===== src/rtl/pipe_hazard_ctrl.sv =====
// Stall/flush sequencer for the 5-stage pipeline: arbitrates D-miss, redirect, load-use, I-miss.
// Optional build macro PIPE_HAZARD_PERF_EN adds saturating load-use / miss event counters.
module pipe_hazard_ctrl #(
  parameter int XLEN = 32
) (
  input  logic            clk,
  input  logic            rst,
  input  logic            ic_stall_i,
  input  logic            dc_stall_i,
  input  logic            redirect_i,
  input  logic [XLEN-1:0] redirect_pc_i,
  input  logic            idex_memread_i,
  input  logic [4:0]      idex_rd_i,
  input  logic [4:0]      ifid_rs1_i,
  input  logic [4:0]      ifid_rs2_i,
  output logic            pc_stall_o,
  output logic            pc_load_o,
  output logic [XLEN-1:0] pc_tgt_o,
  output logic            ifid_stall_o,
  output logic            ifid_flush_o,
  output logic            idex_stall_o,
  output logic            idex_flush_o,
  output logic            exmem_stall_o,
`ifdef PIPE_HAZARD_PERF_EN
  output logic            memwb_stall_o,
  output logic [31:0]     lu_cnt_o,
  output logic [31:0]     miss_cnt_o
`else
  output logic            memwb_stall_o
`endif
);

  typedef enum logic [1:0] {
    RUN      = 2'd0,
    IMISS    = 2'd1,
    IMISS_SQ = 2'd2
  } state_t;

  state_t          state_q, state_d;
  logic [XLEN-1:0] tgt_q, tgt_d;
  logic            lu;
  logic            lu_fire;

  assign lu = idex_memread_i && (idex_rd_i != 5'd0) &&
              ((idex_rd_i == ifid_rs1_i) || (idex_rd_i == ifid_rs2_i));

  // Load-use only takes effect when nothing of higher priority claims the cycle.
  assign lu_fire = !dc_stall_i && !redirect_i && (state_q != IMISS_SQ) && lu;

  always_ff @(posedge clk or posedge rst) begin
    if (rst) begin
      state_q <= RUN;
      tgt_q   <= '0;
    end else begin
      state_q <= state_d;
      tgt_q   <= tgt_d;
    end
  end

  always_comb begin
    state_d = state_q;
    tgt_d   = tgt_q;
    if (dc_stall_i) begin
      state_d = state_q;
    end else if (redirect_i) begin
      if (ic_stall_i) begin
        state_d = IMISS_SQ;
        tgt_d   = redirect_pc_i;
      end else begin
        state_d = RUN;
      end
    end else if (state_q == IMISS_SQ) begin
      state_d = ic_stall_i ? IMISS_SQ : RUN;
    end else if (lu) begin
      state_d = ic_stall_i ? IMISS : RUN;
    end else if (ic_stall_i) begin
      state_d = IMISS;
    end else begin
      state_d = RUN;
    end
  end

  always_comb begin
    pc_stall_o    = 1'b0;
    pc_load_o     = 1'b0;
    pc_tgt_o      = '0;
    ifid_stall_o  = 1'b0;
    ifid_flush_o  = 1'b0;
    idex_stall_o  = 1'b0;
    idex_flush_o  = 1'b0;
    exmem_stall_o = 1'b0;
    memwb_stall_o = 1'b0;
    if (rst) begin
      pc_stall_o = 1'b0;
    end else if (dc_stall_i) begin
      pc_stall_o    = 1'b1;
      ifid_stall_o  = 1'b1;
      idex_stall_o  = 1'b1;
      exmem_stall_o = 1'b1;
      memwb_stall_o = 1'b1;
    end else if (redirect_i) begin
      ifid_flush_o = 1'b1;
      idex_flush_o = 1'b1;
      if (ic_stall_i) begin
        pc_stall_o = 1'b1;
      end else begin
        pc_load_o = 1'b1;
        pc_tgt_o  = redirect_pc_i;
      end
    end else if (state_q == IMISS_SQ) begin
      // Wrong-path fetch is squashed until the miss retires, then the saved target is applied.
      ifid_flush_o = 1'b1;
      if (ic_stall_i) begin
        pc_stall_o = 1'b1;
      end else begin
        pc_load_o = 1'b1;
        pc_tgt_o  = tgt_q;
      end
    end else if (lu) begin
      pc_stall_o   = 1'b1;
      ifid_stall_o = 1'b1;
      idex_flush_o = 1'b1;
    end else if (ic_stall_i) begin
      pc_stall_o   = 1'b1;
      ifid_flush_o = 1'b1;
    end
  end

`ifdef PIPE_HAZARD_PERF_EN
  function automatic logic [31:0] sat_inc(input logic [31:0] v);
    return (v == 32'hFFFF_FFFF) ? v : v + 32'd1;
  endfunction

  always_ff @(posedge clk or posedge rst) begin
    if (rst) begin
      lu_cnt_o   <= '0;
      miss_cnt_o <= '0;
    end else begin
      if (lu_fire) lu_cnt_o <= sat_inc(lu_cnt_o);
      if (dc_stall_i || ic_stall_i) miss_cnt_o <= sat_inc(miss_cnt_o);
    end
  end
`else
  logic unused_lu_fire;
  assign unused_lu_fire = lu_fire;
`endif

endmodule


===== config.mk =====
export PLATFORM = sky130hd
export DESIGN_NAME = pipe_hazard_ctrl
export DESIGN_NICKNAME = d
export VERILOG_FILES = /design/src/rtl/pipe_hazard_ctrl.sv
export SDC_FILE = /design/constraint.sdc
export NUM_CORES = 1
export LEC_CHECK = 0
export BUFFER_PORTS_ARGS = -buffer_cell sky130_fd_sc_hd__buf_2
export CORE_ASPECT_RATIO = 0.75
export CORE_MARGIN = 10
export CORE_UTILIZATION = 50
export CTS_CLUSTER_SIZE = 16
export DETAILED_ROUTE_END_ITERATION = 10
export GPL_TIMING_DRIVEN = 0
export PLACE_DENSITY = 0.85
export SETUP_SLACK_MARGIN = 0.3
export SYNTH_ARGS = -nofsm -noshare
export SYNTH_HDL_FRONTEND = slang
export SYNTH_SLANG_ARGS = --single-unit

===== constraint.sdc =====
create_clock -name clk -period 4.4 [get_ports clk]
set_input_delay 0.88 -clock clk [delete_from_list [all_inputs] [get_ports clk]]
set_output_delay 0.88 -clock clk [all_outputs]
set_load 0.01 [all_outputs]

==> key figures <==
Clock tree
  – Clk slew on worst S/H paths: 0.06 ns
  – TritonCTS buffer count: 5
  – CTS tree: built
  – Root buffer cell: clkbuf_8
  – TritonCTS Sinks: 34
  – Cts repair resizes: 0
  – Maximum clock insertion buffer count: 2
  – Post-CTS Hold Buffers: 0
  – Clock latency on the worst-skew pair: 0.28 ns
  – Post-CTS setup buffers: 0
  – Htree depth: 2

Routing
  – Via count: 1634
  – Final ANT Viol Nets: 0
  – Via density per instance: 4.95
  – Pre-antenna DRT Iters: 4
  – Final Routed Wirelength: 5.10 mm
  – Routed wire length per instance: 15.4 µm
  – Initial DRC Count: 48
  – DRC: 0

Global route
  – First-pass GRT wire length: 8.46 mm
  – Antenna violations before repair: 0
  – Largest net degree at the start of global routing: 35
  – GRT Residual Overflow: 0
  – Gr usage total: 15.2%
  – Vias in the first global route: 1789

Layout
  – Share of post-route cells with drive strength above 1: 50.7%
  – Final Cell Area: 2590 µm²
  – N_diodes: 0
  – Area grow syn2layout: 32.2%
  – Final Util: 69.9%
  – # nets final: 330
  – Number of fill cells in the layout: 298

STA
  – F_max: 0.335 GHz
  – Worst Clk Skew: 0.00274 ns
  – Slew @ Worst Pin: 0.336 ns
  – Final setup fails: 0
  – Crit share post-route: 67.9%
  – Worst slew margin: 77.5%
  – Fin. max-slew vios: 0
  – Final worst setup slack: 1.41 ns
  – Final min period: 2.99 ns
  – Hold Slack: 0.501 ns
  – Final hold vios: 0
  – RSZ-0062 raised after global routing: false
  – Post-route setup TNS: 0 ns

Power
  – Sw Ratio: 26.7%
  – Cell leakage power: 1.38 nW
  – Logic pwr share: 23.1%
  – Net load switching power: 0.219 mW
  – Peak supply drop: 0.000285 V
  – Clk network pwr share: 28.5%
  – Sequential share of power: 48.4%
  – Pwr Density: 317 nW/µm²
  – Int Power: 0.603 mW

Floorplan
  – Initial Util: 52.9%
  – Die Height: 74.3 µm
  – Ports: 93
  – Die extent in x: 92.3 µm
  – Site Rows: 19
  – Core Region: 3710 µm²
  – Die Area: 6860 µm²

Worst setup path
  – Critical Path Source: idex_rd_i[1]
  – Crit-path max cell delay: 0.53 ns
  – Worst r2r src: state_q[0]$_DFFE_PP0N_
  – CP max-delay cell: or4_1
  – Crit-path cells: buf_2 -> or4_1 -> o21a_1 -> a31oi_1 -> nor3_1 -> buf_2
  – Critical path capture point type: output pin
  – Startpoint class of the critical path: input port
  – Reg2Reg Depth: 3
  – Crit Path Class: in -> out
  – Req. time, crit path: 3.52 ns
  – Critical-path maximum fanout: 3
  – Crit path DAT: 2.11 ns
  – CP most frequent cell: buf_2
  – Reg2reg setup slack: 3.38 ns

Job
  – Max cap viols: 0

Yosys
  – Yosys warns: 0
  – Syn nets: 231
  – Commonest cells in the netlist: 34 x dfrtp_1, 34 x nor2_1, 32 x mux2i_1, 29 x mux2_2
  – Post-Syn Instances: 178
  – Cell variety after synth: 24
  – Cell taking the most area after synthesis: dfrtp_1
  – Yosys reg bits: 34
  – Synthesized area: 1960 µm²
  – Main synth FF type: dfrtp_1
  – Number of flops mapped to enable cells by yosys: 0
  – Top post-synthesis cells by area: dfrtp_1 43%, mux2_2 17%, mux2i_1 16%
  – Syn Area/Cell: 11.0 µm²
  – Async SR Flop Fraction: 100%
  – Synth top area share: 43.4%
  – Sequential area share after synthesis: 43.4%

Placed design
  – Cell Area, Placed: 2480 µm²
  – Number of port buffers: 91
  – DP HPWL: 4.09 mm
  – GPL Wtd Cong: 0.810
  – Setup Slack @ Placement: 1.41 ns

Outcome
  – Status: complete, no violations

Min path
  – Hold Startpoint: tgt_q[30]$_DFFE_PP0P_
  – Cells on Worst Hold Path: 1
  – Type of the worst min-delay path: reg -> reg
metal layers:
layer | GRT usage (%) | up-vias | part of all wire [%]
met3 | 6.83 | 7 | 8.9
met4 | 5.12 | 0 | 1.2
li1 | - | 814 | -
met2 | 25.2 | 58 | 47
met1 | 17.3 | 755 | 43
met5 | 0 | - | 0
worst max-delay path: cells and delay by family:
| kind | cells | cell delay, ns |
|---|---|---|
| buffers and inverters | 2 | 0.26 |
| AOI/OAI and AO/OA | 2 | 0.39 |
| and+or+nand+nor | 2 | 0.59 |
sequential cells by signal, summed over array words and instances (netlist names):
signal   flops
state_q      2
tgt_q       32
cell families (layout without fill, tap and decap cells):
kind of cell,Yosys count,in the layout,synth area share (%)
mux,64,64,34.7
flops,34,34,43.4
buf+inv,14,114,3.70
simple gates,48,48,10.7
xor+xnor,10,10,4.46
compound gates,8,8,3.06
path summary, 6_finish.rpt:
check,endpoint
worst max register to register,state_q[0]$_DFFE_PP0N_
worst max-delay path,idex_flush_o
worst min register to register,tgt_q[30]$_DFFE_PP0P_
min in group asynchronous,tgt_q[10]$_DFFE_PP0P_
worst min-delay path,tgt_q[30]$_DFFE_PP0P_
max in group asynchronous,tgt_q[22]$_DFFE_PP0P_
placed cells by master (no fill, tap or decap), types with 2 or more instances in the layout:
cell | synthesis | layout
mux2_1 | 3 | 3
a22o_1 | 2 | 2
mux2i_1 | 32 | 32
buf_2 | 10 | 101
nor2b_1 | 3 | 3
xnor2_1 | 10 | 10
nand2_1 | 3 | 3
nor2_1 | 34 | 34
dfrtp_1 | 34 | 34
nand3_1 | 2 | 2
buf_4 | 2 | 2
nand2b_1 | 2 | 2
clkbuf_8 | 0 | 6
mux2_2 | 29 | 29
metrics by stage:
step / power, mW / std cells
floorplan: 0.524 / 178
global placement: 0.581 / 321
detailed placement: 0.593 / 321
CTS: 0.828 / 329
global route: 0.870 / 330
finish: 0.822 / 330
power groups by stage:
stage,Clock (mW),Sequential [mW],Combinational [mW]
3_5_place_dp,0,0.404,0.189
4_1_cts,0.239,0.398,0.190
6_report,0.234,0.398,0.190
3_3_place_gp,0,0.398,0.183
5_1_grt,0.253,0.405,0.211
2_1_floorplan,0,0.394,0.130
final cells by class:
class                   instances  area (µm²)  share of cell area [%]
repair buffers                 92         475                    18.3
flip-flops and latches         34         851                    32.8
well taps                      52        65.1                    2.51
multi-input cells             130        1040                    40.0
plain buffers                  12        65.1                    2.51
inverters                       2        7.51                   0.289
clock buffers                   7        86.3                    3.33
clock inverters                 1        5.00                   0.193
No activity file was read; power rests on OpenSTA's default activity.
